===== src/rtl/rsp_s2_prep_pg_seq_ctrl.sv =====
// ---------------------------------------------------------------------------
// rsp_s2_prep_pg_seq_ctrl
//
// Control sequencer for the phase-generation (twiddle select) datapath.
// After reset it loads TWIDDLE_NUM twiddle words into the datapath twiddle
// RAM. It then serves symbol requests. For each symbol it issues one start
// pulse, waits START_GAP idle cycles, and then issues DATA_NUM data-valid
// strobes, with last on the final strobe. Strobes pause while i_hold is high.
// A PIPE_LAT-deep delay line gives a phase-valid/last pair that lines up
// with the datapath phase output.
//
// Ports
//   clk, rst_n          clock; synchronous active-low reset
//   i_cfg_valid/o_cfg_ready/i_cfg_data/i_cfg_last
//                       twiddle load stream (word taken on valid & ready)
//   i_reload            re-enter the load phase (honoured only in READY)
//   i_sym_req/o_sym_ack symbol request (level) / accept pulse
//   i_entry_select      entry for the requested symbol, latched on accept
//   i_hold              downstream backpressure, pauses data-valid strobes
//   o_ram_*             twiddle RAM port (write during load, read mode
//                       while a symbol runs)
//   o_entry_select      latched entry select
//   o_start, o_data_valid, o_data_last
//                       datapath control strobes
//   o_phase_valid, o_phase_last
//                       data-valid/last delayed by PIPE_LAT
//   o_done              symbol fully drained (one-cycle pulse)
//   o_load_done         a valid twiddle table is present
//   o_err_load          sticky load-length mismatch
// ---------------------------------------------------------------------------
module rsp_s2_prep_pg_seq_ctrl #(
    parameter int TWIDDLE_NUM     = 136,
    parameter int DATA_NUM        = 1024,
    parameter int RAM_DATA_WIDTH  = 64,
    parameter int RAM_ADDR_WIDTH  = 8,
    parameter int ENTRY_SEL_WIDTH = 6,
    parameter int START_GAP       = 2,
    parameter int PIPE_LAT        = 6
) (
    input  logic                       clk,
    input  logic                       rst_n,
    input  logic                       i_cfg_valid,
    output logic                       o_cfg_ready,
    input  logic [RAM_DATA_WIDTH-1:0]  i_cfg_data,
    input  logic                       i_cfg_last,
    input  logic                       i_reload,
    input  logic                       i_sym_req,
    input  logic [ENTRY_SEL_WIDTH-1:0] i_entry_select,
    output logic                       o_sym_ack,
    input  logic                       i_hold,
    output logic                       o_ram_ena,
    output logic                       o_ram_wena,
    output logic [RAM_ADDR_WIDTH-1:0]  o_ram_addra,
    output logic [RAM_DATA_WIDTH-1:0]  o_ram_dina,
    output logic [ENTRY_SEL_WIDTH-1:0] o_entry_select,
    output logic                       o_start,
    output logic                       o_data_valid,
    output logic                       o_data_last,
    output logic                       o_phase_valid,
    output logic                       o_phase_last,
    output logic                       o_done,
    output logic                       o_load_done,
    output logic                       o_err_load
);

    localparam int TW_CW  = $clog2(TWIDDLE_NUM) + 1;
    localparam int DN_CW  = $clog2(DATA_NUM) + 1;
    localparam int GAP_CW = $clog2(START_GAP + 1) + 1;
    localparam int PL_CW  = $clog2(PIPE_LAT + 1) + 1;

    typedef enum logic [2:0] {
        S_IDLE,
        S_LOAD,
        S_READY,
        S_START,
        S_GAP,
        S_RUN,
        S_DRAIN
    } state_t;

    state_t                    state;
    logic [TW_CW-1:0]          load_cnt;
    logic [DN_CW-1:0]          data_cnt;
    logic [GAP_CW-1:0]         gap_cnt;
    logic [PL_CW-1:0]          drain_cnt;
    logic [PIPE_LAT-1:0]       pv_sr;
    logic [PIPE_LAT-1:0]       pl_sr;

    logic word_acc;
    logic word_final;
    logic strobe;
    logic strobe_last;

    // o_cfg_ready is high exactly while in LOAD, so this is the handshake.
    assign word_acc    = o_cfg_ready && i_cfg_valid;
    assign word_final  = (load_cnt == TW_CW'(TWIDDLE_NUM - 1));

    // The strobe is a gate on the registered RUN state, not a register.
    // This keeps i_hold effective in the same cycle it is raised.
    assign strobe      = (state == S_RUN) && !i_hold;
    assign strobe_last = strobe && (data_cnt == DN_CW'(DATA_NUM - 1));

    assign o_data_valid  = strobe;
    assign o_data_last   = strobe_last;
    assign o_phase_valid = pv_sr[PIPE_LAT-1];
    assign o_phase_last  = pl_sr[PIPE_LAT-1];
    // The final phase-last of a symbol falls in the last DRAIN cycle.
    assign o_done        = pl_sr[PIPE_LAT-1] && (state == S_DRAIN);

    // NOTE: sequential state uses non-blocking assignments only, so every
    // right-hand side reads the value from before the clock edge.
    always_ff @(posedge clk) begin
        if (!rst_n) begin
            state          <= S_IDLE;
            load_cnt       <= '0;
            data_cnt       <= '0;
            gap_cnt        <= '0;
            drain_cnt      <= '0;
            o_cfg_ready    <= 1'b0;
            o_sym_ack      <= 1'b0;
            o_start        <= 1'b0;
            o_ram_ena      <= 1'b0;
            o_ram_wena     <= 1'b0;
            o_ram_addra    <= '0;
            o_ram_dina     <= '0;
            o_entry_select <= '0;
            o_load_done    <= 1'b0;
            o_err_load     <= 1'b0;
        end else begin
            o_sym_ack <= 1'b0;
            o_start   <= 1'b0;
            unique case (state)
                S_IDLE: begin
                    state       <= S_LOAD;
                    o_cfg_ready <= 1'b1;
                    load_cnt    <= '0;
                end

                S_LOAD: begin
                    // The write port follows the accepted word by one cycle.
                    o_ram_ena  <= word_acc;
                    o_ram_wena <= word_acc;
                    if (word_acc) begin
                        o_ram_addra <= RAM_ADDR_WIDTH'(load_cnt);
                        o_ram_dina  <= i_cfg_data;
                        if (word_final || i_cfg_last) begin
                            load_cnt <= '0;
                            if (word_final && i_cfg_last) begin
                                // A complete table replaces any failed attempt.
                                o_load_done <= 1'b1;
                                o_err_load  <= 1'b0;
                                o_cfg_ready <= 1'b0;
                                state       <= S_READY;
                            end else begin
                                // Length mismatch: restart the table at index 0.
                                o_load_done <= 1'b0;
                                o_err_load  <= 1'b1;
                            end
                        end else begin
                            load_cnt <= load_cnt + TW_CW'(1);
                        end
                    end
                end

                S_READY: begin
                    o_ram_ena  <= 1'b0;
                    o_ram_wena <= 1'b0;
                    if (i_reload) begin
                        // Reload has priority over a pending request.
                        state       <= S_LOAD;
                        o_cfg_ready <= 1'b1;
                        o_load_done <= 1'b0;
                        o_err_load  <= 1'b0;
                        load_cnt    <= '0;
                    end else if (i_sym_req) begin
                        o_sym_ack      <= 1'b1;
                        o_start        <= 1'b1;
                        o_entry_select <= i_entry_select;
                        o_ram_ena      <= 1'b1;  // read mode until back in READY
                        state          <= S_START;
                    end
                end

                S_START: begin
                    data_cnt <= '0;
                    gap_cnt  <= '0;
                    state    <= (START_GAP == 0) ? S_RUN : S_GAP;
                end

                S_GAP: begin
                    if (gap_cnt == GAP_CW'(START_GAP - 1)) begin
                        state <= S_RUN;
                    end else begin
                        gap_cnt <= gap_cnt + GAP_CW'(1);
                    end
                end

                S_RUN: begin
                    if (strobe_last) begin
                        drain_cnt <= '0;
                        state     <= S_DRAIN;
                    end else if (strobe) begin
                        data_cnt <= data_cnt + DN_CW'(1);
                    end
                end

                S_DRAIN: begin
                    if (drain_cnt == PL_CW'(PIPE_LAT - 1)) begin
                        o_ram_ena <= 1'b0;
                        state     <= S_READY;
                    end else begin
                        drain_cnt <= drain_cnt + PL_CW'(1);
                    end
                end

                default: state <= S_IDLE;
            endcase
        end
    end

    // Phase-valid/last delay line. It runs regardless of state, so it follows
    // the datapath pipeline exactly.
    // NOTE: the delay line is reset on purpose. A mid-symbol reset must not
    // let stale phase strobes leak out after the reset is released.
    always_ff @(posedge clk) begin
        if (!rst_n) begin
            pv_sr <= '0;
            pl_sr <= '0;
        end else begin
            pv_sr[0] <= strobe;
            pl_sr[0] <= strobe_last;
            for (int i = 1; i < PIPE_LAT; i++) begin
                pv_sr[i] <= pv_sr[i-1];
                pl_sr[i] <= pl_sr[i-1];
            end
        end
    end

endmodule


===== config.mk =====
export PLATFORM = sky130hd
export DESIGN_NAME = rsp_s2_prep_pg_seq_ctrl
export DESIGN_NICKNAME = d
export VERILOG_FILES = /design/src/rtl/rsp_s2_prep_pg_seq_ctrl.sv
export SDC_FILE = /design/constraint.sdc
export NUM_CORES = 1
export LEC_CHECK = 0
export BUFFER_PORTS_ARGS = -buffer_cell sky130_fd_sc_hd__buf_2
export CAP_MARGIN = 20
export CORE_ASPECT_RATIO = 1.4
export CORE_UTILIZATION = 50
export CTS_CLUSTER_DIAMETER = 60
export CTS_CLUSTER_SIZE = 28
export DETAILED_ROUTE_END_ITERATION = 10
export PLACE_DENSITY = 0.8
export SLEW_MARGIN = 20
export SYNTH_ARGS = -nofsm -noshare
export SYNTH_HDL_FRONTEND = slang
export SYNTH_SLANG_ARGS = --single-unit
export TNS_END_PERCENT = 20

===== constraint.sdc =====
create_clock -name clk -period 2.4 [get_ports clk]
set_input_delay 0.24 -clock clk [delete_from_list [all_inputs] [get_ports clk]]
set_output_delay 0.24 -clock clk [all_outputs]
set_load 0.02 [all_outputs]

**Yosys cells after proc, flatten, opt, wreduce, memory -nomap -nowiden**

Index checks and enable logic that the tools add are counted.

- Register bits after elaboration: 126
- Input bits: 77
- Output and inout port bits: 90
- Word-level logic and storage cells: 108

- $add $sub $neg: 4
- Equal/unequal tests: 22
- Muxes and demuxes: 40
- Bitwise operators: 1
- Reductions and logical operators: 25

Operators by type and width:

| cell | count |
|---|---|
| $mux W3 | 9 |
| $mux W9 | 3 |
| $pmux W9 S3 | 1 |
| $mux W11 | 2 |
| $pmux W11 S2 | 1 |
| $pmux W3 S7 | 1 |
| $ne A2 B2 Y1 const B | 10 |
| $mux W1 | 14 |
| $reduce_and A3 Y1 | 4 |
| $add A11 B1 Y11 const B | 1 |
| $eq A11 B10 Y1 const B | 1 |
| $add A9 B1 Y9 const B | 1 |
| $eq A3 B3 Y1 const B | 3 |
| $eq A9 B8 Y1 const B | 1 |
| $mux W4 | 2 |
| $pmux W4 S2 | 1 |
| $reduce_and A2 Y1 | 4 |
| $reduce_bool A2 Y1 | 4 |
| $reduce_and A7 Y1 | 1 |
| $eq A3 B1 Y1 const B | 2 |
| $eq A3 B2 Y1 const B | 2 |
| $pmux W1 S2 | 3 |
| $pmux W1 S3 | 2 |
| $pmux W3 S2 | 1 |
| 13 further kinds | 18 |

**Depth between registers and ports, before layout**

Gate-level depths: netlist of the first run.

- Depth in word-level cells: 6
- Gate-level depth with buffers: 7
- Depth with buffers taken out: 7

**Worst setup path before layout of the first run**

OpenSTA, ideal clock, no wires.

- Path type: register -> register
- Start point: reg o_cfg_ready
- End point: reg load_cnt[7]
- Library setup time: 0.070 ns
- Arrival: 1.787 ns
- Required time: 2.330 ns
- Setup slack: 0.543 ns
- Cell stages (with the launch flop): 7
- Buffers on the path: 1
- Clock period less this slack: 1.857 ns
- Path through: dfxtp_1 nand2_2 a2bb2oi_2 or2_1 clkbuf_1 or4_1 a21oi_1

- Longest elaborated chain between the ends: 3

Ends and longest elaborated chain:

| element | line | RTL |
|---|---|---|
| from (decl) | 43 | `output logic o_cfg_ready,` |
| from (signal assigned) | 119 | `o_cfg_ready <= 1'b0;` |
| from (signal assigned) | 135 | `o_cfg_ready <= 1'b1;` |
| from (signal assigned) | 152 | `o_cfg_ready <= 1'b0;` |
| $logic_and A1 B1 Y1 | 95 | `assign word_acc = o_cfg_ready && i_cfg_valid;` |
| $ne A2 B2 Y1 (no line) | n/a |  |
| $reduce_and A3 Y1 (no line) | n/a |  |
| to (signal assigned) | 160 | `load_cnt <= load_cnt + TW_CW'(1);` |
| to (decl) | 82 | `logic [TW_CW-1:0] load_cnt;` |

Every way passes these cells.
A chain may end at the register's enable or synchronous reset.

**Worst setup path in the final report of the first run**

- Start point: reg state[0]
- End point: out o_data_last

- Longest elaborated chain between the ends: 3

Ends and longest elaborated chain:

| element | line | RTL |
|---|---|---|
| from (decl) | 81 | `state_t state;` |
| from (signal assigned) | 187 | `state <= (START_GAP == 0) ? S_RUN : S_GAP;` |
| $eq A3 B3 Y1 | 100 | `assign strobe = (state == S_RUN) && !i_hold;` |
| $logic_and A1 B1 Y1 | 100 |  |
| $logic_and A1 B1 Y1 | 101 | `assign strobe_last = strobe && (data_cnt == DN_CW'(DATA_NUM - 1));` |
| to (decl) | 58 | `output logic o_data_last,` |

Every way passes these cells.

==> impl_metrics.py, run 1 <==
metrics = {
    "pwr": {
        "p_seq_share_pct": 39.6,
        "p_leak_nw": 2.80,
        "power-per-cell-area_nw_per_um2": 862,
        "power.net_switching_w": 0.00129,
        "p_int_w": 0.00434,
        "combPwrFrac_pct": 9.5,
        "clkPwrFrac_pct": 50.9,
        "switching_share_pct": 23.0,
        "vdd_drop_max_mv": 0.538,
    },
    "yosys": {
        "ys_types": 58,
        "postSynth.asyncResetShare_pct": 0,
        "ys_seq_elements": 126,
        "synth_top_area_cell": "dfxtp_1",
        "ys_warn_count": 0,
        "synth_nets": 683,
        "synth_edf_count": 0,
        "ys_seq_area_share_pct": 51.3,
        "synth_top_area_share_pct": 51.3,
        "synth.avg_cell_area_um2": 8.19,
        "synth_area_leaders": "dfxtp_1, nand2_1, a21oi_1, nor2_1, nand3_1",
        "netlist_instances": 600,
        "synth_flop_cell": "dfxtp_1",
        "synth_area_um2": 4920,
    },
    "placed_design": {
        "pre_cts_ws_ns": 0.388,
        "portBuffers": 166,
        "place_congestion": 0.884,
        "dp.cells": 870,
        "post-dp-hpwl_mm": 8.39,
    },
    "cells_and_area": {
        "antenna_cells": 0,
        "final_cells": 902,
        "num-fill-cells": 766,
        "layout-drive-gt1-share_pct": 29.1,
        "nNetsFinal": 840,
        "mostFrequentLayoutCell": "buf_2",
        "area_delta_synth_final_pct": 32.9,
        "final_cell_mix": "buf_2, nand2_1, dfxtp_1",
        "utilization_pct": 68.7,
    },
    "worst_hold_path": {
        "hold_end": "o_ram_dina[13]$_SDFFE_PN0P_",
        "worstHoldPathCells": 3,
        "holdCritStartpoint": "i_cfg_data[13]",
        "hold_class": "primary input to flip-flop",
    },
    "clocking": {
        "cts-buffers-inserted": 17,
        "clock-sinks": 126,
        "cts.clk_slew.worst_paths_ns": 0.05,
        "htreeDepth": 4,
        "root_buffer": "clkbuf_16",
        "cts_hold_buf": 0,
        "clk_latency_ns": 0.41,
        "clockBufferDepth": 2,
        "cts_tree": "built",
    },
    "route": {
        "dr.first_iter.drc_count": 282,
        "ant_nets": 0,
        "vias": 4684,
        "drt_pass1_iterations": 5,
        "drc_errors": 0,
        "drt_wl_total_mm": 12.3,
        "routedWlPerCell_um": 13.6,
        "vias_per_cell": 5.19,
    },
    "timing": {
        "max_freq_ghz": 0.453,
        "worst_pin_slew_ns": 0.724,
        "setup_viol_count_final": 0,
        "slew_viol_final": 0,
        "skew_ns": 0.0107,
        "period_needed_ns": 2.21,
        "whs_ns": 0.0621,
        "slew_headroom_pct": 51.5,
        "finalHoldViolations": 0,
        "fin_crit_sh_pct": 92.0,
        "setup_tns_ns": 0,
        "rsz0062_at_grt": "no",
        "worst_slack_ns": 0.193,
    },
    "worst_setup_path": {
        "required_ns": 2.16,
        "arrival_ns": 1.97,
        "cp_slowest_cell": "dfxtp_1",
        "start_kind": "flip-flop",
        "reg2reg_depth": 6,
        "worstPathCellList": "and3b_1 -> nand2b_1 -> nor3_1 -> buf_2",
        "worstPathMaxFanout": 12,
        "reg2reg_to": "data_cnt[8]$_SDFFE_PN0P_",
        "max_stage_delay_ns": 0.54,
        "crit_type": "flip-flop to output pin",
        "r2r_setup_slack_ns": 0.34,
        "crit_path_end_kind": "output pin",
        "worstReg2RegStart": "data_cnt[0]$_SDFFE_PN0P_",
    },
    "global_route": {
        "grt_antenna_before_repair": 0,
        "grt_pass1_wl_mm": 19.7,
        "grt-ovfl-total": 0,
        "grt_usage_pct": 24.2,
        "grt_pass1_vias": 4476,
        "grt_max_degree": 74,
    },
    "floorplan": {
        "die_w_um": 85.8,
        "dieArea_um2": 10200,
        "rows": 42,
        "initial_core_util_pct": 51.7,
        "die_h_um": 119,
        "core_area_um2": 9510,
        "io-pin-count": 167,
    },
    "flow_run": {
        "maxCapViolCount": 0,
    },
    "outcome": {
        "outcome": "finished, final reports clean",
    },
}
==> per-layer routing <==
metal,vias to the layer above,track usage (%),share of wire [%]
met3,20,7.97,7.6
met2,192,42.3,51
li1,2340,-,-
met4,0,11.1,1.8
met5,-,0,0
met1,2132,26.2,40
==> power groups by stage <==
stage	sequential (W)	clock [W]	combinational, W
floorplan	0.00232	0	0.000289
global placement	0.00226	0	0.000518
detailed placement	0.00227	0	0.000533
CTS	0.00223	0.00292	0.000535
global route	0.00224	0.00302	0.000580
finish	0.00223	0.00287	0.000534
==> area by class of cell <==
| class | count | area, um2 | area share, % |
|---|---|---|---|
| clock buffers | 22 | 494 | 7.56 |
| repair buffers | 175 | 936 | 14.3 |
| inverters | 7 | 26.3 | 0.402 |
| clock inverters | 10 | 181 | 2.78 |
| well taps | 132 | 165 | 2.53 |
| flip-flops and latches | 126 | 2520 | 38.6 |
| multi-input cells | 430 | 2210 | 33.8 |
==> cells in the mapped netlist, types with 2 or more instances <==
cell,number
clkbuf_1,22
o211a_1,2
nor2b_1,3
nor4_1,3
a21oi_1,96
nor3b_1,2
o31ai_1,2
nor4b_1,2
nand3_1,19
and2_1,11
or3b_2,2
or3_1,4
nor2_1,31
o22ai_1,2
dfxtp_1,126
xnor2_1,8
o21ai_0,15
nor3_1,7
nand2b_1,6
nand4_1,6
inv_1,6
nand4b_1,2
a31oi_1,3
nand2_1,163
ha_1,6
xor2_1,3
buf_2,12
and3_1,6
==> metrics by stage <==
step                      total power (W)  cell area [um2]
after floorplan                   0.00260             4920
final                             0.00563             6530
after global routing              0.00584             6530
after CTS                         0.00568             6530
after global placement            0.00278             5860
after detailed placement          0.00280             5860
==> worst max path at each step <==
stage / startpoint / to / slack (ns)
detailed placement: data_cnt[0]$_SDFFE_PN0P_ / data_cnt[8]$_SDFFE_PN0P_ / 0.39
global placement: data_cnt[0]$_SDFFE_PN0P_ / data_cnt[8]$_SDFFE_PN0P_ / 0.48
finish: state[0]$_SDFFE_PN0P_ / o_data_last / 0.19
floorplan: o_cfg_ready$_SDFFE_PN0P_ / load_cnt[7]$_SDFFE_PN0P_ / 0.54
CTS: state[2]$_SDFFE_PN0P_ / o_data_last / 0.02
global route: state[0]$_SDFFE_PN0P_ / o_data_last / 0.07
==> sequential cells by signal (all words and copies together) (netlist names) <==
signal / count
o_entry_select: 6
state: 3
o_ram_ena: 1
o_ram_wena: 1
o_ram_addra: 8
o_start: 1
gap_cnt: 3
data_cnt: 11
drain_cnt: 4
pv_sr: 6
o_ram_dina: 64
pl_sr: 6
o_err_load: 1
o_load_done: 1
o_cfg_ready: 1
load_cnt: 9
==> kinds of logic after synthesis <==
family                     Yosys count  share of synthesized area, %
AOI/OAI and AO/OA                  133                          15.1
xor gates and xnor gates            11                          1.96
adders and majority gates            6                          1.53
buffers and inverters               44                          3.89
DFF                                126                          51.3
muxes                                1                         0.204
and+or+nand+nor                    279                          26.0
==> what timing repair did <==
action / in CTS / in global routing
endpoints found under the setup margin: 0 / 2
resized for setup: 0 / 1
buffers inserted: 0 / 0
==> worst max-delay path, delay by kind of cell (launching register included) <==
family        cells  cell delay, ns
flops             1            0.54
buf+inv           1            0.22
simple gates      3            0.80
(Power assumes the default switching activity.)
==> run 2, diff against run 1 <==
==> constraint.sdc (replaced) <==
create_clock -name clk -period 2.4 [get_ports clk]
set_input_delay 0.48 -clock clk [delete_from_list [all_inputs] [get_ports clk]]
set_output_delay 0.48 -clock clk [all_outputs]
set_load 0.02 [all_outputs]
==> run 2 against run 1 <==
Compared with the run above: global-route usage is 0.20 points lower; count of clock-buffer cells in the layout down 3; total power decreased by 9.8%; fmax shrank 4.2%; first-iteration DRC count is 12% lower; flip-flop and latch count unchanged; worst hold slack gained 0.25 ns; core utilization shrank 1.6 points; final cell count fell by 0.11%.
==> impl_metrics.py, run 2 (synthesis gave the netlist of run 1 again) <==
metrics = {
    "outcome": {
        "outcome": "finished, final reports clean",
    },
    "worst_hold_path": {
        "worstHoldPathCells": 3,
        "holdCritStartpoint": "i_cfg_data[30]",
        "hold_end": "o_ram_dina[30]$_SDFFE_PN0P_",
        "hold_class": "primary input to flip-flop",
    },
    "timing": {
        "setup_viol_count_final": 0,
        "whs_ns": 0.309,
        "slew_headroom_pct": 66.1,
        "max_freq_ghz": 0.434,
        "skew_ns": 0.00603,
        "fin_crit_sh_pct": 96.0,
        "period_needed_ns": 2.30,
        "worst_slack_ns": 0.0962,
        "worst_pin_slew_ns": 0.503,
        "finalHoldViolations": 0,
        "slew_viol_final": 0,
        "setup_tns_ns": 0,
    },
    "clocking": {
        "clk_latency_ns": 0.41,
        "cts-buffers-inserted": 17,
        "root_buffer": "clkbuf_16",
        "clock-sinks": 126,
        "htreeDepth": 4,
        "cts_tree": "built",
        "cts.clk_slew.worst_paths_ns": 0.05,
        "clockBufferDepth": 2,
        "cts_hold_buf": 0,
    },
    "worst_setup_path": {
        "worstReg2RegStart": "data_cnt[0]$_SDFFE_PN0P_",
        "arrival_ns": 1.82,
        "reg2reg_to": "data_cnt[3]$_SDFFE_PN0P_",
        "crit_type": "flip-flop to output pin",
        "required_ns": 1.92,
        "r2r_setup_slack_ns": 0.23,
        "worstPathMaxFanout": 5,
        "crit_path_end_kind": "output pin",
        "reg2reg_depth": 7,
        "start_kind": "flip-flop",
    },
    "flow_run": {
        "maxCapViolCount": 0,
    },
    "route": {
        "dr.first_iter.drc_count": 247,
        "ant_nets": 0,
        "drc_errors": 0,
        "vias": 4723,
        "vias_per_cell": 5.24,
        "routedWlPerCell_um": 13.4,
        "drt_pass1_iterations": 4,
        "drt_wl_total_mm": 12.0,
    },
    "cells_and_area": {
        "area_delta_synth_final_pct": 29.8,
        "largest_register_ffs": 64,
        "layout-drive-gt1-share_pct": 29.3,
        "antenna_cells": 0,
        "mostFrequentLayoutCell": "buf_2",
        "reg_top3": "o_ram_dina x64, data_cnt x11, load_cnt x9",
        "final_cell_mix": "buf_2, nand2_1, dfxtp_1",
        "nNetsFinal": 840,
        "regMostFlops": "o_ram_dina",
        "fin_area_um2": 6380,
        "final_cells": 901,
    },
    "global_route": {
        "grt_pass1_wl_mm": 19.5,
        "grt-ovfl-total": 0,
        "grt_pass1_vias": 4442,
        "grt_max_degree": 74,
        "grt_antenna_before_repair": 0,
        "grt_usage_pct": 24.0,
    },
    "pwr": {
        "combPwrFrac_pct": 10.4,
        "clkPwrFrac_pct": 45.7,
        "switching_share_pct": 25.4,
        "power-per-cell-area_nw_per_um2": 796,
        "p_leak_nw": 2.71,
        "power.net_switching_w": 0.00129,
        "vdd_drop_max_mv": 0.545,
        "p_seq_share_pct": 43.9,
        "p_int_w": 0.00379,
    },
    "placed_design": {
        "portBuffers": 166,
        "dpl-instance-area_um2": 5830,
        "dp.cells": 870,
        "post-dp-hpwl_mm": 8.32,
        "pre_cts_ws_ns": 0.325,
        "place_congestion": 0.925,
    },
    "floorplan": {
        "die_h_um": 119,
        "die_w_um": 85.8,
        "initial_core_util_pct": 51.7,
        "io-pin-count": 167,
        "dieArea_um2": 10200,
        "rows": 42,
        "core_area_um2": 9510,
    },
}
==> run 2: changes by cell type in the layout (fill, tap and decap cells not counted), sizes merged <==
cell | previous run | this run
clkinvlp | 1 | 5
clkinv | 4 | 6
clkbuf | 22 | 19
bufinv | 5 | 1
==> run 2: routing by layer <==
| layer | vias to the layer above | wire length, um | GRT usage [%] |
|---|---|---|---|
| li1 | 2337 | - | - |
| met1 | 2160 | 4940 | 26.4 |
| met2 | 201 | 5880 | 40.0 |
| met3 | 25 | 926 | 8.87 |
| met4 | 0 | 295 | 12.7 |
| met5 | - | 0 | 0 |
==> run 2: worst max-delay path: stages, from the launching register on <==
cell and delay, ns:
dfxtp_1 0.35, ha_1 0.20, and3_1 0.26, nand3_1 0.23, nor3_2 0.19, buf_2 0.19
==> run 2: worst max-delay path by stage <==
stage,start,end,slack (ns),cells after the start
floorplan,o_cfg_ready$_SDFFE_PN0P_,load_cnt[7]$_SDFFE_PN0P_,0.54,6
global placement,state[2]$_SDFFE_PN0P_,o_data_last,0.48,4
detailed placement,data_cnt[0]$_SDFFE_PN0P_,data_cnt[4]$_SDFFE_PN0P_,0.32,7
CTS,state[1]$_SDFFE_PN0P_,o_data_valid,0.01,4
global route,data_cnt[0]$_SDFFE_PN0P_,o_data_last,-0.01,5
finish,data_cnt[0]$_SDFFE_PN0P_,o_data_last,0.1,5
==> run 2: timing repair <==
item | 4_1_cts | 5_1_grt
cloned | 0 | 0
gates resized for setup | 1 | 3
setup endpoints to repair | 1 | 2
setup buffers | 0 | 0
==> run 2: area by class of cell <==
type | count | area [um2]
inverters | 7 | 26.3
clock inverters | 12 | 97.6
fillers | 808 | 3130
flip-flops and latches | 126 | 2530
multi-input cells | 430 | 2210
clock buffers | 19 | 443
well taps | 132 | 165
repair buffers | 175 | 911
==> run 2: per-stage QoR <==
stage / utilization [%] / total power (W)
floorplan: - / 0.00260
global route: 67.1 / 0.00528
finish: 67.1 / 0.00508
global placement: 61.3 / 0.00278
detailed placement: 61.3 / 0.00280
CTS: 67.0 / 0.00513
==> run 2: power by group through the flow <==
| stage | combinational [W] | sequential [W] | clock (W) |
|---|---|---|---|
| after global placement | 0.000513 | 0.00227 | 0 |
| after global routing | 0.000580 | 0.00224 | 0.00246 |
| final | 0.000529 | 0.00223 | 0.00232 |
| after detailed placement | 0.000527 | 0.00227 | 0 |
| after CTS | 0.000529 | 0.00223 | 0.00237 |
| after floorplan | 0.000289 | 0.00232 | 0 |
